--- config.mk ---
export PLATFORM = sky130hd
export DESIGN_NAME = msrv_32_pipe_ctrl_flat
export DESIGN_NICKNAME = d
export VERILOG_FILES = /design/src/rtl/msrv_32_pipe_ctrl_if.sv /design/src/rtl/msrv_32_pipe_ctrl.sv /design/src/flat_wrapper.sv
export SDC_FILE = /design/constraint.sdc
export NUM_CORES = 1
export LEC_CHECK = 0
export CORE_ASPECT_RATIO = 1.75
export CORE_UTILIZATION = 40
export CTS_BUF_LIST = sky130_fd_sc_hd__clkbuf_8
export DETAILED_ROUTE_END_ITERATION = 6
export GPL_TIMING_DRIVEN = 0
export PLACE_DENSITY = 0.65
export SLEW_MARGIN = 5
export SYNTH_ARGS = -nofsm -noshare
export SYNTH_HDL_FRONTEND = slang
export SYNTH_SLANG_ARGS = --single-unit
--- constraint.sdc ---
create_clock -name ms_risc32_mp_clk_in -period 2 [get_ports ms_risc32_mp_clk_in]
set_input_delay 0.3 -clock ms_risc32_mp_clk_in [delete_from_list [all_inputs] [get_ports ms_risc32_mp_clk_in]]
set_output_delay 0.3 -clock ms_risc32_mp_clk_in [all_outputs]
set_load 0.02 [all_outputs]
--- src/rtl/msrv_32_pipe_ctrl_if.sv ---
// Control bundle between the msrv32 datapath (master) and the pipeline sequencing controller (slave).
// Inputs carry hazard/event requests; outputs carry stage-2 register and PC controls.
interface msrv_32_pipe_ctrl_if;
  logic       branch_taken_in;
  logic       mret_in;
  logic       trap_req_in;
  logic       dmem_req_in;
  logic       dmem_ready_in;
  logic       imem_ready_in;
  logic       reg2_en_out;
  logic       reg2_flush_out;
  logic       pc_en_out;
  logic [1:0] pc_sel_out;
  logic       trap_taken_out;
  logic       bus_err_out;
  logic [1:0] state_out;

  modport master (
    output branch_taken_in, mret_in, trap_req_in, dmem_req_in, dmem_ready_in, imem_ready_in,
    input  reg2_en_out, reg2_flush_out, pc_en_out, pc_sel_out, trap_taken_out, bus_err_out, state_out
  );

  modport slave (
    input  branch_taken_in, mret_in, trap_req_in, dmem_req_in, dmem_ready_in, imem_ready_in,
    output reg2_en_out, reg2_flush_out, pc_en_out, pc_sel_out, trap_taken_out, bus_err_out, state_out
  );
endinterface

--- src/rtl/msrv_32_pipe_ctrl.sv ---
// msrv32 pipeline sequencer: fixed-priority redirect/trap/stall resolution with a data-bus watchdog.
// Outputs are combinational from state and inputs; MSRV32_PIPE_PERF_CNT_EN adds stall/flush counters.
module msrv_32_pipe_ctrl #(
  parameter int MEM_TIMEOUT  = 255,
  parameter int FLUSH_CYCLES = 1,
  parameter int CNT_W        = 32
) (
  input  logic                 ms_risc32_mp_clk_in,
  input  logic                 ms_risc32_mp_rst_in,
  msrv_32_pipe_ctrl_if.slave   bus
`ifdef MSRV32_PIPE_PERF_CNT_EN
  ,
  output logic [CNT_W-1:0]     stall_cnt_out,
  output logic [CNT_W-1:0]     flush_cnt_out
`endif
);

  typedef enum logic [1:0] {
    RUN      = 2'b00,
    MEM_WAIT = 2'b01,
    FLUSH    = 2'b10,
    TRAP     = 2'b11
  } state_e;

  localparam logic [7:0] TMO     = 8'(MEM_TIMEOUT);
  localparam logic [7:0] TMO_M1  = 8'(MEM_TIMEOUT - 1);
  localparam logic [1:0] FL_LOAD = 2'(FLUSH_CYCLES - 1);

  state_e     state_q, state_d;
  logic [7:0] wait_cnt_q, wait_cnt_d;
  logic [1:0] flush_cnt_q, flush_cnt_d;
  logic       bus_err_q, bus_err_d;

  logic       reg2_en, reg2_flush, pc_en, trap_taken, bus_err;
  logic [1:0] pc_sel, state_dbg;

  always_comb begin
    state_d     = state_q;
    wait_cnt_d  = wait_cnt_q;
    flush_cnt_d = flush_cnt_q;
    bus_err_d   = bus_err_q;
    reg2_en     = 1'b0;
    reg2_flush  = 1'b0;
    pc_en       = 1'b0;
    pc_sel      = 2'b00;
    trap_taken  = 1'b0;
    bus_err     = 1'b0;
    state_dbg   = state_q;

    unique case (state_q)
      RUN: begin
        if (bus.trap_req_in) begin
          state_d = TRAP;
        end else if (bus.mret_in || bus.branch_taken_in) begin
          reg2_en     = 1'b1;
          reg2_flush  = 1'b1;
          pc_en       = 1'b1;
          pc_sel      = bus.mret_in ? 2'b11 : 2'b01;
          state_d     = FLUSH;
          flush_cnt_d = FL_LOAD;
        end else if (bus.dmem_req_in && !bus.dmem_ready_in) begin
          state_d    = MEM_WAIT;
          wait_cnt_d = 8'd0;
        end else if (!bus.imem_ready_in) begin
          reg2_en    = 1'b1;
          reg2_flush = 1'b1;
        end else begin
          reg2_en = 1'b1;
          pc_en   = 1'b1;
        end
      end
      MEM_WAIT: begin
        // Saturating count: the watchdog never wraps back into a long wait.
        if (wait_cnt_q != TMO) wait_cnt_d = wait_cnt_q + 8'd1;
        if (bus.dmem_ready_in) begin
          reg2_en = 1'b1;
          pc_en   = 1'b1;
          state_d = RUN;
        end else if (wait_cnt_q >= TMO_M1) begin
          state_d   = TRAP;
          bus_err_d = 1'b1;
        end
      end
      FLUSH: begin
        reg2_en    = 1'b1;
        reg2_flush = 1'b1;
        pc_en      = bus.imem_ready_in;
        if (bus.trap_req_in) begin
          state_d = TRAP;
        end else if (flush_cnt_q == 2'd0) begin
          state_d = RUN;
        end else begin
          flush_cnt_d = flush_cnt_q - 2'd1;
        end
      end
      TRAP: begin
        reg2_en     = 1'b1;
        reg2_flush  = 1'b1;
        pc_en       = 1'b1;
        pc_sel      = 2'b10;
        trap_taken  = 1'b1;
        bus_err     = bus_err_q;
        bus_err_d   = 1'b0;
        state_d     = FLUSH;
        flush_cnt_d = FL_LOAD;
      end
      default: state_d = RUN;
    endcase

    if (ms_risc32_mp_rst_in) begin
      reg2_en    = 1'b0;
      reg2_flush = 1'b1;
      pc_en      = 1'b0;
      pc_sel     = 2'b00;
      trap_taken = 1'b0;
      bus_err    = 1'b0;
      state_dbg  = RUN;
    end
  end

  always_ff @(posedge ms_risc32_mp_clk_in) begin
    if (ms_risc32_mp_rst_in) begin
      state_q     <= RUN;
      wait_cnt_q  <= 8'd0;
      flush_cnt_q <= 2'd0;
      bus_err_q   <= 1'b0;
    end else begin
      state_q     <= state_d;
      wait_cnt_q  <= wait_cnt_d;
      flush_cnt_q <= flush_cnt_d;
      bus_err_q   <= bus_err_d;
    end
  end

  assign bus.reg2_en_out    = reg2_en;
  assign bus.reg2_flush_out = reg2_flush;
  assign bus.pc_en_out      = pc_en;
  assign bus.pc_sel_out     = pc_sel;
  assign bus.trap_taken_out = trap_taken;
  assign bus.bus_err_out    = bus_err;
  assign bus.state_out      = state_dbg;

`ifdef MSRV32_PIPE_PERF_CNT_EN
  logic [CNT_W-1:0] stall_cnt_q, stall_cnt_d, flush_cnt_perf_q, flush_cnt_perf_d;
  logic             stall_inc, flush_inc;

  always_comb begin
    stall_inc        = !reg2_en || (!pc_en && (state_q == RUN));
    flush_inc        = reg2_flush && !ms_risc32_mp_rst_in;
    stall_cnt_d      = stall_cnt_q;
    flush_cnt_perf_d = flush_cnt_perf_q;
    if (stall_inc && !(&stall_cnt_q))      stall_cnt_d      = stall_cnt_q + 1'b1;
    if (flush_inc && !(&flush_cnt_perf_q)) flush_cnt_perf_d = flush_cnt_perf_q + 1'b1;
  end

  always_ff @(posedge ms_risc32_mp_clk_in) begin
    if (ms_risc32_mp_rst_in) begin
      stall_cnt_q      <= '0;
      flush_cnt_perf_q <= '0;
    end else begin
      stall_cnt_q      <= stall_cnt_d;
      flush_cnt_perf_q <= flush_cnt_perf_d;
    end
  end

  assign stall_cnt_out = stall_cnt_q;
  assign flush_cnt_out = flush_cnt_perf_q;
`endif

endmodule

--- src/flat_wrapper.sv ---
// flat-port wrapper written by rule: the top's interface ports become plain ports
module msrv_32_pipe_ctrl_flat 
#(
  parameter int MEM_TIMEOUT  = 255,
  parameter int FLUSH_CYCLES = 1,
  parameter int CNT_W        = 32
)
  (ms_risc32_mp_clk_in, ms_risc32_mp_rst_in, bus_branch_taken_in, bus_mret_in, bus_trap_req_in, bus_dmem_req_in, bus_dmem_ready_in, bus_imem_ready_in, bus_reg2_en_out, bus_reg2_flush_out, bus_pc_en_out, bus_pc_sel_out, bus_trap_taken_out, bus_bus_err_out, bus_state_out);
  msrv_32_pipe_ctrl_if bus_i ();
  input  logic ms_risc32_mp_clk_in;
  input  logic ms_risc32_mp_rst_in;
  input wire logic [$bits(bus_i.branch_taken_in)-1:0] bus_branch_taken_in;
  input wire logic [$bits(bus_i.mret_in)-1:0] bus_mret_in;
  input wire logic [$bits(bus_i.trap_req_in)-1:0] bus_trap_req_in;
  input wire logic [$bits(bus_i.dmem_req_in)-1:0] bus_dmem_req_in;
  input wire logic [$bits(bus_i.dmem_ready_in)-1:0] bus_dmem_ready_in;
  input wire logic [$bits(bus_i.imem_ready_in)-1:0] bus_imem_ready_in;
  output wire logic [$bits(bus_i.reg2_en_out)-1:0] bus_reg2_en_out;
  output wire logic [$bits(bus_i.reg2_flush_out)-1:0] bus_reg2_flush_out;
  output wire logic [$bits(bus_i.pc_en_out)-1:0] bus_pc_en_out;
  output wire logic [$bits(bus_i.pc_sel_out)-1:0] bus_pc_sel_out;
  output wire logic [$bits(bus_i.trap_taken_out)-1:0] bus_trap_taken_out;
  output wire logic [$bits(bus_i.bus_err_out)-1:0] bus_bus_err_out;
  output wire logic [$bits(bus_i.state_out)-1:0] bus_state_out;
  assign bus_i.branch_taken_in = bus_branch_taken_in;
  assign bus_i.mret_in = bus_mret_in;
  assign bus_i.trap_req_in = bus_trap_req_in;
  assign bus_i.dmem_req_in = bus_dmem_req_in;
  assign bus_i.dmem_ready_in = bus_dmem_ready_in;
  assign bus_i.imem_ready_in = bus_imem_ready_in;
  assign bus_reg2_en_out = bus_i.reg2_en_out;
  assign bus_reg2_flush_out = bus_i.reg2_flush_out;
  assign bus_pc_en_out = bus_i.pc_en_out;
  assign bus_pc_sel_out = bus_i.pc_sel_out;
  assign bus_trap_taken_out = bus_i.trap_taken_out;
  assign bus_bus_err_out = bus_i.bus_err_out;
  assign bus_state_out = bus_i.state_out;
  msrv_32_pipe_ctrl #(.MEM_TIMEOUT(MEM_TIMEOUT), .FLUSH_CYCLES(FLUSH_CYCLES), .CNT_W(CNT_W)) u_core (.ms_risc32_mp_clk_in(ms_risc32_mp_clk_in), .ms_risc32_mp_rst_in(ms_risc32_mp_rst_in), .bus(bus_i));
endmodule
* Word level (Yosys, flattened, before mapping)
Cells that the tools add are included.
Widths: inputs -> output; s select.
** Operators by class
- Add/sub/neg operators :: 2
- $mul :: 0
- Div/mod/pow operators :: 0
- Order comparisons :: 1
- Eq/ne operators :: 16
- Shift operators :: 0
- Mux-type cells :: 49
- Bitwise operators :: 0
- Reduce and logical (&&, ||, !) cells :: 13
** Operators by type and width (number)
- $mux 2 :: 16
- $mux 8 :: 4
- $mux 1 :: 21
- $pmux 8 s2 :: 1
- $ne 2x2->1 const B :: 5
- $reduce_and 5->1 :: 2
- $add 8x1->8 const B :: 1
- $ge 8x8->1 const B :: 1
- $ne 2x1->1 const B :: 4
- $ne 8x8->1 const B :: 1
- $pmux 2 s4 :: 1
- $ne 3x2->1 const B :: 2
- $pmux 2 s3 :: 1
- $reduce_and 3->1 :: 2
- $eq 2x2->1 const B :: 2
- $logic_not 2->1 :: 2
- $ne 4x2->1 const B :: 1
- $pmux 1 s2 :: 2
- $pmux 1 s4 :: 1
- $pmux 2 s2 :: 1
- $reduce_bool 2->1 :: 2
- $pmux 1 s3 :: 1
- $reduce_bool 3->1 :: 1
- $eq 2x1->1 const B :: 1
- other kinds (5) :: 5
** Word-level totals
- Bits in registers :: 13
- Latch bits :: 0
- Bits in writable memories :: 0
- Bits in read-only memories :: 0
- Bits of input ports :: 8
- Output and inout port bits :: 9
- Logic and storage cells :: 85
- Memories :: 0

* Logic depth before layout (Yosys ltp)
Gate-level depths: netlist of the first run.
- Depth in word-level cells :: 7
- Gate-level depth with buffers :: 7
- Mapped depth without buffers :: 6

* Least setup slack after synthesis of the first run
OpenSTA, ideal clock, no wires.
- Path kind :: reg2reg
- Start :: register u_core.state_q[0]
- End :: register u_core.wait_cnt_q[1]
- Library setup time :: 70 ps
- Data arrival time :: 1706 ps
- Required time :: 1930 ps
- Path slack :: 223 ps
- Cell stages (with the launch flop) :: 7
- Buffers on the path :: 0
- Period minus slack after synthesis :: 1777 ps
- Cells stage by stage :: dfxtp_1 inv_1 ha_1 nor4b_4 a22oi_2 or4b_1 a21oi_1
** Between the ends
- Word-level cells in the longest chain between the ends :: 3
- Elaborated cells between the ends (all ways) :: 9
- Classes of those cells :: eq/ne: 5; mux: 1; reduce/logical: 3
** Ends and longest elaborated chain
- start, declared :: line msrv_32_pipe_ctrl.sv:29 : state_e state_q, state_d;
- start signal, assigned :: line msrv_32_pipe_ctrl.sv:128 : state_q <= state_d;
- $eq 2x1->1 / $logic_not 2->1 (equally long branches) :: line msrv_32_pipe_ctrl.sv:50 : unique case (state_q)
- $ne 2x1->1 (no line) (tied with other cells)
- $reduce_and 5->1 (no line)
- end signal, assigned :: line msrv_32_pipe_ctrl.sv:129 : wait_cnt_q <= wait_cnt_d;
- end, declared :: line msrv_32_pipe_ctrl.sv:30 : logic [7:0] wait_cnt_q, wait_cnt_d;
Parallel ways exist; a longest one is shown, timed or not.
A chain may end at the register's enable or synchronous reset.

* Worst setup path after layout of the first run
- Start :: input bus_dmem_ready_in
- End :: output bus_reg2_flush_out
** Between the ends
- Word-level cells in the longest chain between the ends :: 7
** Ends and longest elaborated chain
- start, declared :: line flat_wrapper.sv:16 : input wire logic [$bits(bus_i.dmem_ready_in)-1:0] bus_dmem_ready_in;
- $logic_not 1->1 :: line msrv_32_pipe_ctrl.sv:61 : end else if (bus.dmem_req_in && !bus.dmem_ready_in) begin
- $logic_and 1x1->1 :: line msrv_32_pipe_ctrl.sv:61
- $mux 1 :: line msrv_32_pipe_ctrl.sv:61
- $mux 1 :: line msrv_32_pipe_ctrl.sv:54 : end else if (bus.mret_in || bus.branch_taken_in) begin
- $mux 1 :: line msrv_32_pipe_ctrl.sv:52 : if (bus.trap_req_in) begin
- $pmux 1 s2 :: line msrv_32_pipe_ctrl.sv:50
- $mux 1 :: line msrv_32_pipe_ctrl.sv:110 : if (ms_risc32_mp_rst_in) begin
- end, declared :: line flat_wrapper.sv:19 : output wire logic [$bits(bus_i.reg2_flush_out)-1:0] bus_reg2_flush_out;
Every way passes these cells.

==> results.ini, run 1 <==
[yosys]
synthSimpleGateAreaFrac = 0.263
ys_ff_latch = 13
avgSynthCellArea_um2 = 8.11
synth_fa_ha_area_frac = 0.0864
synth-seq-area-share = 0.257
synth_compound_area_frac = 0.300
synth_nets = 140
ys.flop_type = dfxtp_1
synth_edf_count = 0
synth_top_family_by_area = compound AO/OA/AOI/OAI gates
syn_inst = 125
muxShareOfSynthArea = 0.0321
synth_cell_types = 39
syn-cell-area_um2 = 1010
yosysWarnings = 0
synth_xor_area_frac = 0
synthArstFlopShare = 0

[route]
ant_nets = 0
vias_per_cell = 6.12
drc = 0
vias = 1034
routed_wirelength_um = 2840
wl_per_cell_um = 16.8
drt_first_iter_violations = 16
dr.pass1.iters = 4

[final_layout]
num_antenna_cells = 0
final_common_cell = dfxtp_1
fillCellCount = 223
layout.nets = 160
layout_common_cells = dfxtp_1, inv_1, a21oi_1
regArea_um2 = 265
final_cells = 169
drive_above_1_share = 0.229
multi_input_area_um2 = 739
syn_to_final_growth_pct = 26.9

[sta]
tightestPinTransition_ns = 0.588
finClkSkew_ns = 0.00609
drv_slew = 0
setup_viol_count_final = 0
layout_min_cycle_time_ns = 1.98
whs_ns = 0.475
slew_headroom = 0.606
finalHoldViolCount = 0
fmax_ghz = 0.505
layout_worst_path_cycle_share = 0.991
rsz0062_at_grt = false

[clock_tree]
clk_pin_slew_ns = 0.06
insertion_delay_ns = 0.25
htreeDepth = 1
cts_tree = done
hold_buffers = 0
numCtsBuffers = 3
cts_root_buf = clkbuf_8
cts_buffer_depth = 2
clock-sinks = 13

[floorplanning]
dieWidth_um = 40.1
die-area_um2 = 2750
core_region_area_um2 = 2330
die_h_um = 68.6
ios = 17
placementRows = 23
start_util = 0.435

[power]
powerDensity_nw_per_um2 = 1080
vdd.ir_drop.worst_v = 0.000488
leakage_nw = 0.473

[critical_path]
crit_path_max_fanout = 5
slowest_stage = clkdlybuf4s50_1
crit_buf_inv = 2
worstPathCellList = clkdlybuf4s50_1 -> and2b_1 -> o21ai_1 -> a211oi_1 -> o21ai_0 -> buf_2
crit_path_start_kind = input pin
crit_family = buffers and inverters
critPathMaxStageDelay_ns = 0.47
critical_path_class = in -> out
end_kind = output pin
r2r_cells = 7
cp.required_ns = 1.70
cp_num_cells = 6
arrival_ns = 1.68

[global_routing]
grt_pass1_wl_um = 4350
grt-ovfl-total = 0
grt_usage = 0.230
first_global_vias = 970
antenna_found_initial = 0
grt_max_degree = 12

[worst_hold_path]
hold_class = reg -> reg
holdPathStages = 2

[job]
max-cap-violations = 0

[place]
gp_congestion = 0.821
dp.cells = 165
portBuffers = 15
place_hpwl_um = 2120

[run_status]
status = finished clean

==> final timing paths <==
kind / startpoint / slack, ns / to
worst max-delay path: bus_dmem_ready_in / 0.02 / bus_reg2_flush_out
worst min-delay path: u_core.bus_err_q / 0.48 / u_core.bus_err_q
worst max register to register: u_core.state_q[0] / 0.06 / u_core.flush_cnt_q[0]
worst min register to register: u_core.bus_err_q / 0.48 / u_core.bus_err_q
==> area by class of cell <==
| cell class | count | share of cell area |
|---|---|---|
| clock buffer | 3 | 0.0321 |
| multi-input combinational | 96 | 0.575 |
| buffer | 4 | 0.0195 |
| tap | 25 | 0.0243 |
| timing repair buffer | 16 | 0.108 |
| sequential | 13 | 0.206 |
| inverter | 11 | 0.0321 |
| clock inverter | 1 | 0.00292 |
==> layer usage <==
layer | up-vias | GRT usage | wire [um]
li1 | 516 | - | -
met1 | 497 | 0.209 | 1160
met2 | 16 | 0.450 | 1570
met3 | 5 | 0.0321 | 52
met4 | 0 | 0.108 | 55
met5 | - | 0 | 0
==> sequential cells by signal, summed over array words and instances, names as in the netlist <==
| signal | cells |
|---|---|
| u_core.state_q | 2 |
| u_core.wait_cnt_q | 8 |
| u_core.flush_cnt_q | 2 |
| u_core.bus_err_q | 1 |
==> per-stage QoR <==
stage,total power (W),instance area (um^2),util,TNS (ns),worst slack [ns]
after floorplan,0.000852,1010,-,0,0.223
after global placement,0.00106,1190,0.513,-3.59,-0.579
after detailed placement,0.00108,1190,0.513,-4.03,-0.603
after CTS,0.00138,1260,0.543,0,0.0194
after global routing,0.00147,1290,0.552,0,0.000315
final,0.00138,1290,0.552,0,0.0186
==> cell families after synthesis <==
logic type,Yosys count
buffers and inverters,16
muxes,3
AOI/OAI and AO/OA,42
adders and majority gates,7
DFF,13
and+or+nand+nor,44
==> cell usage after synthesis, types with 2 or more instances <==
master    instances  area share
inv_1            11       0.041
a211oi_1          2       0.015
ha_1              7       0.086
or2_2             2       0.012
and2_1            2       0.012
nor3_1            4       0.020
o21ai_0           7       0.035
o21a_1            3       0.022
nor2_1            7       0.026
nor2b_1           4       0.025
mux2_2            2       0.022
nand3_1           2      0.0099
clkbuf_1          3       0.011
o211ai_1          3       0.022
a221oi_1          2       0.017
dfxtp_1          13        0.26
nand2_1           6       0.022
a21oi_1           9       0.044
buf_2             2      0.0099
or3_1             5       0.031
nand2b_1          3       0.019
o311ai_0          5       0.043
o41ai_1           3       0.026
or4b_2            2       0.020
and3_1            2       0.012
==> timing repair <==
action	CTS	global route
endpoints found under the setup margin	13	10
hold endpoints to repair	0	0
resized for setup	38	8
setup buffers	0	1
==> power by group <==
group	switching, W	internal (W)
Sequential	0.0000312	0.000297
Combinational	0.000445	0.000375
Clock	0.000100	0.000136
Total	0.000577	0.000808
==> worst reg2reg max path, delay by kind of cell, from the launching register on <==
| kind | cells | cell delay (ns) |
|---|---|---|
| flip-flops | 1 | 0.36 |
| AND/OR/NAND/NOR | 1 | 0.62 |
| multiplexers | 1 | 0.19 |
| buffers and inverters | 2 | 0.27 |
| adder cells (fa/ha/maj) | 1 | 0.15 |
| AO/OA/AOI/OAI | 2 | 0.27 |
(Power assumes the default switching activity.)
==> run 2, diff against run 1 <==
- clock period: 2 -> 2.55 ns (I/O delays scaled with it)
==> run 2 against run 1 <==
Effect of this change:
- global-route usage decreased by 0.13 points
- total power is 26% lower
- critical path type unchanged
- critical endpoint is now bus_reg2_en_out
- non-clock buffer count fell by 1
- largest cell class unchanged
- first-iteration DRC count is 19% higher
- critical path depth shrank 1
- worst hold slack better by 0.00064 ns
- highest routed layer unchanged
- routed wire length decreased by 3.4%
- sequential power fell by 26%
==> results.ini, run 2 (synthesis results as in run 1) <==
[run_status]
status = finished clean

[place]
gp_congestion = 0.821  ; unchanged
portBuffers = 15  ; unchanged
post_dp_cell_area_um2 = 1190  ; unchanged
pre_cts_slack_ns = -0.218  ; +0.385 ns
dp.cells = 165  ; unchanged
place_hpwl_um = 2120  ; unchanged

[final_layout]
fillCellCount = 233  ; +4.5%
final_common_cell = dfxtp_1
postLayoutCellArea_um2 = 1240  ; -3.3%
regMostFlops = u_core.wait_cnt_q
layout.nets = 159  ; -0.63%
num_antenna_cells = 0  ; unchanged
top_regs = u_core.wait_cnt_q (8), u_core.flush_cnt_q (2), u_core.state_q (2)
multi_input_area_um2 = 693  ; -6.3%
regArea_um2 = 260  ; -1.9%
syn_to_final_growth_pct = 22.7
layout_common_cells = dfxtp_1, inv_1, clkdlybuf4s50_1
largest_reg_flops = 8  ; unchanged
drive_above_1_share = 0.112  ; -0.117
final_cells = 168  ; -0.59%

[floorplanning]
core_region_area_um2 = 2330  ; unchanged
placementRows = 23  ; unchanged
dieWidth_um = 40.1  ; unchanged
ios = 17  ; unchanged
die_h_um = 68.6  ; unchanged
start_util = 0.435  ; unchanged
die-area_um2 = 2750  ; unchanged

[sta]
fmax_ghz = 0.403
layout_min_cycle_time_ns = 2.48
setup_viol_count_final = 0  ; unchanged
drv_slew = 0  ; unchanged
slew_headroom = 0.374  ; -0.232
finClkSkew_ns = 0.00584  ; -0.000251 ns
rsz0062_at_grt = true
finalHoldViolCount = 0  ; unchanged
tightestPinTransition_ns = 0.932  ; +0.344 ns
setup_ws_ns = 0.0714  ; +0.0527 ns
whs_ns = 0.476  ; +0.000641 ns
layout_worst_path_cycle_share = 0.972

[global_routing]
antenna_found_initial = 0  ; unchanged
grt_usage = 0.228  ; -0.00126
grt_max_degree = 12  ; unchanged
grt-ovfl-total = 0  ; unchanged
grt_pass1_wl_um = 4310  ; -0.81%
first_global_vias = 975  ; +0.52%

[job]
max-cap-violations = 0  ; unchanged

[critical_path]
cp.required_ns = 2.17  ; +0.47 ns
rrSetupSlack_ns = 0.52  ; +0.46 ns
r2r_cells = 6  ; -1
crit_path_start_kind = input pin
crit_path_max_fanout = 5  ; unchanged
critical_path_class = in -> out
arrival_ns = 2.10  ; +0.42 ns
reg2reg_to = u_core.wait_cnt_q[6]
regToRegStartpoint = u_core.state_q[1]
end_kind = output pin

[clock_tree]
numCtsBuffers = 3  ; unchanged
clock-sinks = 13  ; unchanged
clk_pin_slew_ns = 0.06  ; about the same
insertion_delay_ns = 0.25  ; about the same
cts_tree = done
htreeDepth = 1  ; unchanged
hold_buffers = 0  ; unchanged
cts_buffer_depth = 2  ; unchanged
cts_root_buf = clkbuf_8

[power]
p_switching_w = 0.000428  ; -26%
internal_power_w = 0.000603  ; -25%
leakage_nw = 0.463  ; -2.2%
powerDensity_nw_per_um2 = 829  ; -23%
p_clk_frac = 0.179  ; +0.008
sw_frac_of_total = 0.415  ; -0.00116
pwr-share-seq = 0.235  ; -0.002
comb_power_share = 0.586  ; -0.006
vdd.ir_drop.worst_v = 0.000380  ; -22%

[route]
dr.pass1.iters = 4  ; unchanged
drt_first_iter_violations = 19  ; +3
routed_wirelength_um = 2740  ; -3.4%
ant_nets = 0  ; unchanged
vias = 1018  ; -1.5%
wl_per_cell_um = 16.3  ; -2.9%
drc = 0  ; unchanged
vias_per_cell = 6.06  ; -0.96%

[worst_hold_path]
whs_endpoint = u_core.wait_cnt_q[7]
hold_class = reg -> reg
min_from = u_core.wait_cnt_q[7]
holdPathStages = 1  ; -1

## run 2: how the worst max path moves through the flow
| stage | cells past startpoint | to | startpoint | slack (ns) |
|---|---|---|---|---|
| after detailed placement | 5 | bus_pc_en_out | ms_risc32_mp_rst_in | -0.22 |
| final | 5 | bus_reg2_en_out | bus_dmem_ready_in | 0.07 |
| after global routing | 5 | bus_reg2_en_out | u_core.state_q[1] | -0.005 |
| after floorplan | 5 | bus_reg2_flush_out | u_core.state_q[0] | 0.74 |
| after global placement | 5 | bus_pc_en_out | ms_risc32_mp_rst_in | -0.19 |
| after CTS | 6 | bus_pc_en_out | bus_mret_in | 0.01 |
## run 2: final cells by class
class                           instances  share of cell area
Tap cell                               25              0.0252
Buffer                                  4              0.0151
Timing Repair Buffer                   15               0.124
Inverter                               11              0.0332
Clock inverter                          1             0.00302
Clock buffer                            3              0.0332
Sequential cell                        13               0.209
Multi-Input combinational cell         96               0.557
## run 2: power by group through the flow
stage	Clock [W]	Combinational (W)	Sequential, W
after floorplan	0	0.000425	0.000243
after global placement	0	0.000589	0.000245
after detailed placement	0	0.000602	0.000246
after CTS	0.000188	0.000601	0.000242
after global routing	0.000194	0.000657	0.000245
final	0.000185	0.000604	0.000242
## run 2: routing by layer
metal / vias to the layer above / share of wire / track usage / wire (um)
met5: - / 0 / 0 / 0
met4: 0 / 0.014 / 0.108 / 39
met3: 4 / 0.021 / 0.0321 / 58
met2: 19 / 0.57 / 0.446 / 1560
met1: 484 / 0.40 / 0.209 / 1090
li1: 511 / - / - / -
## run 2: repair_timing
action,4_1_cts,5_1_grt
gates resized for setup,2,3
pin swaps,0,0
setup endpoints to repair,5,4
setup buffers,0,0
## run 2: worst max-delay path, stage by stage
cell	delay (ns)
clkdlybuf4s50_1	0.52
and2b_1	0.25
a21oi_1	0.16
o221a_2	0.19
clkdlybuf4s50_1	0.59
## run 2: per-stage QoR
step           setup TNS, ns  utilization  power, W
6_report                   0        0.534   0.00103
5_1_grt             -0.00465        0.534   0.00110
4_1_cts                    0        0.530   0.00103
3_5_place_dp          -0.708        0.513  0.000849
3_3_place_gp          -0.596        0.513  0.000834
2_1_floorplan              0            -  0.000669
==> run 3, diff against run 2 <==
- CTS_CLUSTER_SIZE: unset -> 10
==> results of run 3 <==
The final DEF is identical to that of run 2; final timing and power are the same.
